`src/rtl/trap_ctrl_if.sv`:
```
// Trap controller bus: retiring-instruction events and CSR-file views in, CSR
// write data, strobes and fetch redirect out.
interface trap_ctrl_if;
    logic        valid_i;
    logic [31:0] pc_i;
    logic [31:0] inst_i;
    logic [31:0] badaddr_i;
    logic [5:0]  exc_i;
    logic        mret_i;
    logic [2:0]  irq_i;
    logic [31:0] mstatus_i;
    logic [31:0] mie_i;
    logic [31:0] exc_ret_addr_i;
    logic        we_exc_o;
    logic [31:0] mcause_d_o;
    logic [31:0] mepc_d_o;
    logic [31:0] mtval_d_o;
    logic [31:0] mstatus_d_o;
    logic        mstatus_we_o;
    logic [31:0] mip_d_o;
    logic        sel_exc_nret_o;
    logic        is_int_o;
    logic        stall_o;
    logic        redirect_valid_o;
    logic [31:0] redirect_pc_o;

    // Trap controller side.
    modport slave (
        input  valid_i, pc_i, inst_i, badaddr_i, exc_i, mret_i, irq_i,
               mstatus_i, mie_i, exc_ret_addr_i,
        output we_exc_o, mcause_d_o, mepc_d_o, mtval_d_o, mstatus_d_o,
               mstatus_we_o, mip_d_o, sel_exc_nret_o, is_int_o, stall_o,
               redirect_valid_o, redirect_pc_o
    );

    // Pipeline / CSR-file side.
    modport master (
        output valid_i, pc_i, inst_i, badaddr_i, exc_i, mret_i, irq_i,
               mstatus_i, mie_i, exc_ret_addr_i,
        input  we_exc_o, mcause_d_o, mepc_d_o, mtval_d_o, mstatus_d_o,
               mstatus_we_o, mip_d_o, sel_exc_nret_o, is_int_o, stall_o,
               redirect_valid_o, redirect_pc_o
    );
endinterface

```
`src/rtl/trap_ctrl.sv`:
```
// Machine-mode trap controller: picks exception > interrupt > mret from the
// retiring instruction, writes trap CSRs (or restores mstatus on mret), then
// redirects fetch to mtvec/mepc while stalling the pipeline.
module trap_ctrl #(
    parameter logic [1:0] MPP_VAL = 2'b11
) (
    input logic        clk_i,
    input logic        rst_i,
    trap_ctrl_if.slave bus
);

    typedef enum logic [1:0] {IDLE, TRAP, RET, REDIR} state_t;

    state_t      state, next_state;
    logic [31:0] cause_q, mepc_q, mtval_q, mstatus_q, mip_q;
    logic        int_q, ret_q;

    logic        exc_hit, int_hit, take_trap, take_ret;
    logic [2:0]  int_pend;
    logic [31:0] cause_n, tval_n, trap_status, ret_status;

    // Low mie bits and the alignment bits of the return address are not needed.
    logic unused_bits;
    assign unused_bits = ^{bus.mie_i[31:12], bus.mie_i[10:8], bus.mie_i[6:4],
                           bus.mie_i[2:0], bus.exc_ret_addr_i[1:0]};

    // Event decode: prioritised cause, trap value and both mstatus images.
    always_comb begin
        exc_hit  = 1'b1;
        cause_n  = '0;
        tval_n   = '0;
        int_pend = bus.irq_i & {bus.mie_i[11], bus.mie_i[7], bus.mie_i[3]};
        int_hit  = bus.mstatus_i[3] && (int_pend != 3'b000);
        if (bus.exc_i[0]) begin
            cause_n = 32'd0;
            tval_n  = bus.badaddr_i;
        end else if (bus.exc_i[1]) begin
            cause_n = 32'd2;
            tval_n  = bus.inst_i;
        end else if (bus.exc_i[2]) begin
            cause_n = 32'd3;
            tval_n  = bus.pc_i;
        end else if (bus.exc_i[3]) begin
            cause_n = 32'd11;
        end else if (bus.exc_i[4]) begin
            cause_n = 32'd4;
            tval_n  = bus.badaddr_i;
        end else if (bus.exc_i[5]) begin
            cause_n = 32'd6;
            tval_n  = bus.badaddr_i;
        end else begin
            exc_hit = 1'b0;
            if (int_pend[2])      cause_n = 32'h8000_000B;
            else if (int_pend[0]) cause_n = 32'h8000_0003;
            else                  cause_n = 32'h8000_0007;
        end
        take_trap = bus.valid_i && (exc_hit || int_hit);
        take_ret  = bus.valid_i && bus.mret_i && !take_trap;

        trap_status        = bus.mstatus_i;
        trap_status[7]     = bus.mstatus_i[3];
        trap_status[3]     = 1'b0;
        trap_status[12:11] = MPP_VAL;

        ret_status    = bus.mstatus_i;
        ret_status[3] = bus.mstatus_i[7];
        ret_status[7] = 1'b1;
    end

    // State register.
    always_ff @(posedge clk_i or posedge rst_i) begin
        if (rst_i) state <= IDLE;
        else       state <= next_state;
    end

    // Next state: events only matter in IDLE; both paths funnel through REDIR.
    always_comb begin
        next_state = state;
        unique case (state)
            IDLE: begin
                if (take_trap)     next_state = TRAP;
                else if (take_ret) next_state = RET;
            end
            TRAP, RET: next_state = REDIR;
            REDIR:     next_state = IDLE;
            default:   next_state = IDLE;
        endcase
    end

    // Capture trap/return data when an event is accepted; pending image every cycle.
    always_ff @(posedge clk_i or posedge rst_i) begin
        if (rst_i) begin
            cause_q   <= '0;
            mepc_q    <= '0;
            mtval_q   <= '0;
            mstatus_q <= '0;
            int_q     <= 1'b0;
            ret_q     <= 1'b0;
            mip_q     <= '0;
        end else begin
            mip_q <= {20'b0, bus.irq_i[2], 3'b0, bus.irq_i[1], 3'b0, bus.irq_i[0], 3'b0};
            if (state == IDLE && take_trap) begin
                cause_q   <= cause_n;
                mepc_q    <= {bus.pc_i[31:2], 2'b00};
                mtval_q   <= exc_hit ? tval_n : '0;
                mstatus_q <= trap_status;
                int_q     <= !exc_hit;
                ret_q     <= 1'b0;
            end else if (state == IDLE && take_ret) begin
                mstatus_q <= ret_status;
                int_q     <= 1'b0;
                ret_q     <= 1'b1;
            end
        end
    end

    // Outputs: strobes decoded from state, data straight from capture registers.
    always_comb begin
        bus.we_exc_o         = 1'b0;
        bus.mstatus_we_o     = 1'b0;
        bus.is_int_o         = 1'b0;
        bus.sel_exc_nret_o   = 1'b0;
        bus.stall_o          = 1'b0;
        bus.redirect_valid_o = 1'b0;
        bus.redirect_pc_o    = '0;
        bus.mcause_d_o       = cause_q;
        bus.mepc_d_o         = mepc_q;
        bus.mtval_d_o        = mtval_q;
        bus.mstatus_d_o      = mstatus_q;
        bus.mip_d_o          = mip_q;
        unique case (state)
            IDLE: ;
            TRAP: begin
                bus.we_exc_o     = 1'b1;
                bus.mstatus_we_o = 1'b1;
                bus.is_int_o     = int_q;
                bus.stall_o      = 1'b1;
            end
            RET: begin
                bus.mstatus_we_o   = 1'b1;
                bus.sel_exc_nret_o = 1'b1;
                bus.stall_o        = 1'b1;
            end
            REDIR: begin
                bus.redirect_valid_o = 1'b1;
                bus.redirect_pc_o    = {bus.exc_ret_addr_i[31:2], 2'b00};
                bus.sel_exc_nret_o   = ret_q;
                bus.stall_o          = 1'b1;
            end
            default: ;
        endcase
    end

endmodule

```
`src/flat_wrapper.sv`:
```
// flat-port wrapper written by rule: the top's interface ports become plain ports
module trap_ctrl_flat 
#(
    parameter logic [1:0] MPP_VAL = 2'b11
)
  (clk_i, rst_i, bus_valid_i, bus_pc_i, bus_inst_i, bus_badaddr_i, bus_exc_i, bus_mret_i, bus_irq_i, bus_mstatus_i, bus_mie_i, bus_exc_ret_addr_i, bus_we_exc_o, bus_mcause_d_o, bus_mepc_d_o, bus_mtval_d_o, bus_mstatus_d_o, bus_mstatus_we_o, bus_mip_d_o, bus_sel_exc_nret_o, bus_is_int_o, bus_stall_o, bus_redirect_valid_o, bus_redirect_pc_o);
  trap_ctrl_if bus_i ();
  input logic clk_i;
  input logic rst_i;
  input wire logic [$bits(bus_i.valid_i)-1:0] bus_valid_i;
  input wire logic [$bits(bus_i.pc_i)-1:0] bus_pc_i;
  input wire logic [$bits(bus_i.inst_i)-1:0] bus_inst_i;
  input wire logic [$bits(bus_i.badaddr_i)-1:0] bus_badaddr_i;
  input wire logic [$bits(bus_i.exc_i)-1:0] bus_exc_i;
  input wire logic [$bits(bus_i.mret_i)-1:0] bus_mret_i;
  input wire logic [$bits(bus_i.irq_i)-1:0] bus_irq_i;
  input wire logic [$bits(bus_i.mstatus_i)-1:0] bus_mstatus_i;
  input wire logic [$bits(bus_i.mie_i)-1:0] bus_mie_i;
  input wire logic [$bits(bus_i.exc_ret_addr_i)-1:0] bus_exc_ret_addr_i;
  output wire logic [$bits(bus_i.we_exc_o)-1:0] bus_we_exc_o;
  output wire logic [$bits(bus_i.mcause_d_o)-1:0] bus_mcause_d_o;
  output wire logic [$bits(bus_i.mepc_d_o)-1:0] bus_mepc_d_o;
  output wire logic [$bits(bus_i.mtval_d_o)-1:0] bus_mtval_d_o;
  output wire logic [$bits(bus_i.mstatus_d_o)-1:0] bus_mstatus_d_o;
  output wire logic [$bits(bus_i.mstatus_we_o)-1:0] bus_mstatus_we_o;
  output wire logic [$bits(bus_i.mip_d_o)-1:0] bus_mip_d_o;
  output wire logic [$bits(bus_i.sel_exc_nret_o)-1:0] bus_sel_exc_nret_o;
  output wire logic [$bits(bus_i.is_int_o)-1:0] bus_is_int_o;
  output wire logic [$bits(bus_i.stall_o)-1:0] bus_stall_o;
  output wire logic [$bits(bus_i.redirect_valid_o)-1:0] bus_redirect_valid_o;
  output wire logic [$bits(bus_i.redirect_pc_o)-1:0] bus_redirect_pc_o;
  assign bus_i.valid_i = bus_valid_i;
  assign bus_i.pc_i = bus_pc_i;
  assign bus_i.inst_i = bus_inst_i;
  assign bus_i.badaddr_i = bus_badaddr_i;
  assign bus_i.exc_i = bus_exc_i;
  assign bus_i.mret_i = bus_mret_i;
  assign bus_i.irq_i = bus_irq_i;
  assign bus_i.mstatus_i = bus_mstatus_i;
  assign bus_i.mie_i = bus_mie_i;
  assign bus_i.exc_ret_addr_i = bus_exc_ret_addr_i;
  assign bus_we_exc_o = bus_i.we_exc_o;
  assign bus_mcause_d_o = bus_i.mcause_d_o;
  assign bus_mepc_d_o = bus_i.mepc_d_o;
  assign bus_mtval_d_o = bus_i.mtval_d_o;
  assign bus_mstatus_d_o = bus_i.mstatus_d_o;
  assign bus_mstatus_we_o = bus_i.mstatus_we_o;
  assign bus_mip_d_o = bus_i.mip_d_o;
  assign bus_sel_exc_nret_o = bus_i.sel_exc_nret_o;
  assign bus_is_int_o = bus_i.is_int_o;
  assign bus_stall_o = bus_i.stall_o;
  assign bus_redirect_valid_o = bus_i.redirect_valid_o;
  assign bus_redirect_pc_o = bus_i.redirect_pc_o;
  trap_ctrl #(.MPP_VAL(MPP_VAL)) u_core (.clk_i(clk_i), .rst_i(rst_i), .bus(bus_i));
endmodule
```
`config.mk`:
```
export PLATFORM = sky130hd
export DESIGN_NAME = trap_ctrl_flat
export DESIGN_NICKNAME = d
export VERILOG_FILES = /design/src/rtl/trap_ctrl_if.sv /design/src/rtl/trap_ctrl.sv /design/src/flat_wrapper.sv
export SDC_FILE = /design/constraint.sdc
export NUM_CORES = 1
export LEC_CHECK = 0
export ABC_AREA = 1
export BUFFER_PORTS_ARGS = -buffer_cell sky130_fd_sc_hd__buf_2
export CAP_MARGIN = 10
export CORE_AREA = 3 3 158 160
export CTS_BUF_LIST = sky130_fd_sc_hd__clkbuf_2 sky130_fd_sc_hd__clkbuf_4 sky130_fd_sc_hd__clkbuf_8
export CTS_CLUSTER_DIAMETER = 80
export DETAILED_ROUTE_END_ITERATION = 10
export DIE_AREA = 0 0 161 163
export GPL_ROUTABILITY_DRIVEN = 1
export PLACE_DENSITY = 0.48
export SLEW_MARGIN = 20
export SYNTH_ARGS = -nofsm -noshare
export SYNTH_HDL_FRONTEND = slang
export SYNTH_SLANG_ARGS = --single-unit
```
`constraint.sdc`:
```
create_clock -name clk_i -period 9.8 [get_ports clk_i]
set_input_delay 1.96 -clock clk_i [delete_from_list [all_inputs] [get_ports clk_i]]
set_output_delay 1.96 -clock clk_i [all_outputs]
set_load 0.05 [all_outputs]
```
==> impl_results.md <==
- Achievable Freq: 206.6 MHz
- Finished Layout Cells: 1337
- DR DRC count: 0
- WP data arrival: 5.16 ns
- Post-route setup slack: 4.959 ns
- Final hold violations: 0
- Nets@finish: 1222
- Initial antenna violation count: 2
- Worst reg2reg path depth: 6
- Pleak: 4.521 nW
- Num ports: 403
- Metal3 WL: 1500 µm
- Worst hold path depth: 2
- Fin area: 7350 µm²
- R2r endpoint: u_core.int_q
- Final wirelength: 20130 µm
- CTS tree: done
- Status: complete, no violations
- Hold crit path type: register to register
- Setup Fix Bufs, Post-CTS: 0
- CP startpoint: bus_exc_i[1]
- EDFF count, synth: 0
- CTS Buffer Depth: 2
- Num CTS Buffers: 9
- CP Class: input port to register
- Data required, critical path: 10.12 ns
- Clock Sinks: 106
- Core ar.: 23540 µm²
- Met1 wire length: 8121 µm
- Area of placed instances: 7152 µm²
- GRT overflow: 0
- Vias in the first global route: 5262
- FF+latch count, synth: 106
- Global-route wire length before repair: 29960 µm
- FF-to-FF setup slack: 6.85 ns
- Met2 routed WL: 10290 µm
- Max_cap viols: 0
- Reg2reg start: u_core.state[0]
- FP Rows: 56
- DR top layer: met4
- Final Max Slew Viols: 0
- Worst setup EP type: register
- Post-CTS resize count: 0
- Area Overhead vs Synth: 30.50%
- Sum Neg Setup Slack: 0 ns
- Period utilization: 49.40%
- Vias per cell: 4.131
- All-layer global routing usage: 14.59%
- Routed len/inst: 15.06 µm
- Synth Cell Area: 5632 µm²
- Skew-Pair Late Insertion Delay: 0.38 ns
- Pre-CTS WS: 4.405 ns
- Share of cells above drive strength 1: 33.82%
- Root Driver: clkbuf_8
- Relative slew slack: 41.80%
- Gpl congestion: 0.7710
- Top_reg_cell synth: dfrtp_1
- Initial Util: 23.92%
- Layout Skew: 0.01200 ns
- Avg Synthesized Cell Area: 7.725 µm²
- Htree depth: 3
- Setup violators final: 0
- Yosys warns: 0
- Power per standard cell area: 347.9 nW/µm²
- Worst-Margin Slew: 0.8730 ns
- HPWL Detailed: 14350 µm
- Largest net degree at the start of global routing: 75
- Clock slew at reported path FFs: 0.10 ns
- Min Tclk post-route: 4.841 ns
- Antenna Nets Post-Route: 0
- Die Span Y: 163 µm
- CP endpoint: u_core.int_q
- Vias: 5523
- First-pass DRT Iterations: 6
- Utilization after layout: 31.22%
- Cells after Synth: 729
- Iter 0 DRT Violations: 266
- RSZ-0062 raised after global routing: false
- Maximum VDD drop: 0.0001213 V
- Critical Path Source Type: input port
- Cells after DPL: 1320
- Critical-path maximum fanout: 74
- Sequential share of the synthesized area: 47.10%
- I/O Buffers: 311
- DIE WIDTH: 161 µm
- Die footprint: 26240 µm²
- Async set-reset flop share out of synthesis: 100.0%
- Post-CTS Hold Fix Bufs: 0
- Synth cell types: 25
==> report_power, final <==
| group | switching (mW) | total [mW] | internal, mW |
|---|---|---|---|
| Combinational | 1.24 | 1.56 | 0.316 |
| Sequential | 0.0934 | 0.717 | 0.624 |
| Clock | 0.169 | 0.281 | 0.112 |
| Total | 1.51 | 2.56 | 1.05 |
==> routing by layer <==
layer,vias to the layer above,GRT usage [%]
met1,2537,17.49
met5,-,0
met2,223,26.55
li1,2750,-
met3,13,3.484
met4,0,3.246
==> sequential cells by signal, indices dropped and copies added (netlist names) <==
| name | flops |
|---|---|
| u_core.bus.mepc_d_o | 30 |
| u_core.int_q | 1 |
| u_core.bus.mstatus_d_o | 32 |
| u_core.state | 2 |
| u_core.bus.mcause_d_o | 5 |
| u_core.bus.mip_d_o | 3 |
| u_core.bus.mtval_d_o | 32 |
| u_core.ret_q | 1 |
==> final cells by class <==
type,instances,area [µm²]
multi-input cells,532,2322
clock buffers,12,158.9
fillers,2661,16190
diodes,1,2.502
well taps,319,399.1
clock inverters,4,33.78
flip-flops and latches,106,2653
repair buffers,318,1609
inverters,45,171.4
==> cells by family after synthesis <==
logic type | count (synthesis) | share of synthesized area [%]
adders and majority gates | 5 | 1.111
other | 1 | 0.06659
DFF | 106 | 47.10
and+or+nand+nor | 398 | 29.84
AOI/OAI and AO/OA | 69 | 6.176
buffers and inverters | 150 | 15.71
==> critical path, stage by stage <==
cell	delay, ns
buf_2	0.65
nor2_8	0.28
nand2_1	0.22
nor2_4	0.06
nand2_2	0.11
nand3_4	0.65
inv_2	0.86
nand2_1	0.22
nand2_1	0.11
==> synth_stat cells (4+ instances only) <==
cell	n	share of area, %
nand2_1	284	19
ha_1	5	1.1
o21ai_0	35	3.1
a21oi_1	32	2.8
nor2_1	4	0.27
clkbuf_1	19	1.3
dfrtp_1	106	47
nand4_1	4	0.44
buf_4	76	10
buf_2	5	0.44
nand3_1	100	8.9
buf_6	4	0.80
inv_1	43	2.9
==> per-stage QoR <==
stage               total power, mW  hold slack, ns
finish                        2.557          0.4811
global route                  2.721          0.5090
CTS                           2.601          0.4873
global placement              2.298          0.4566
detailed placement            2.307          0.4598
floorplan                     1.952          0.4423
==> how the worst min path moves through the flow <==
stage,from,end,slack (ns)
6_report,u_core.bus.mepc_d_o[30],u_core.bus.mepc_d_o[30],0.48
5_1_grt,u_core.bus.mepc_d_o[30],u_core.bus.mepc_d_o[30],0.51
4_1_cts,u_core.bus.mepc_d_o[19],u_core.bus.mepc_d_o[19],0.49
3_5_place_dp,u_core.bus.mepc_d_o[31],u_core.bus.mepc_d_o[31],0.46
3_3_place_gp,u_core.ret_q,u_core.ret_q,0.46
2_1_floorplan,u_core.ret_q,u_core.ret_q,0.44
==> placed cells by master, fill, tap and decap left out, types with 2 or more instances in the layout <==
cell	instances
buf_2	311
nand2_1	284
dfrtp_1	106
nand3_1	100
conb_1	60
inv_1	42
o21ai_0	35
a21oi_1	32
clkbuf_8	11
buf_4	7
nor2_1	4
nand4_1	4
ha_1	4
inv_6	2
Power figures use the tool's default switching activity.
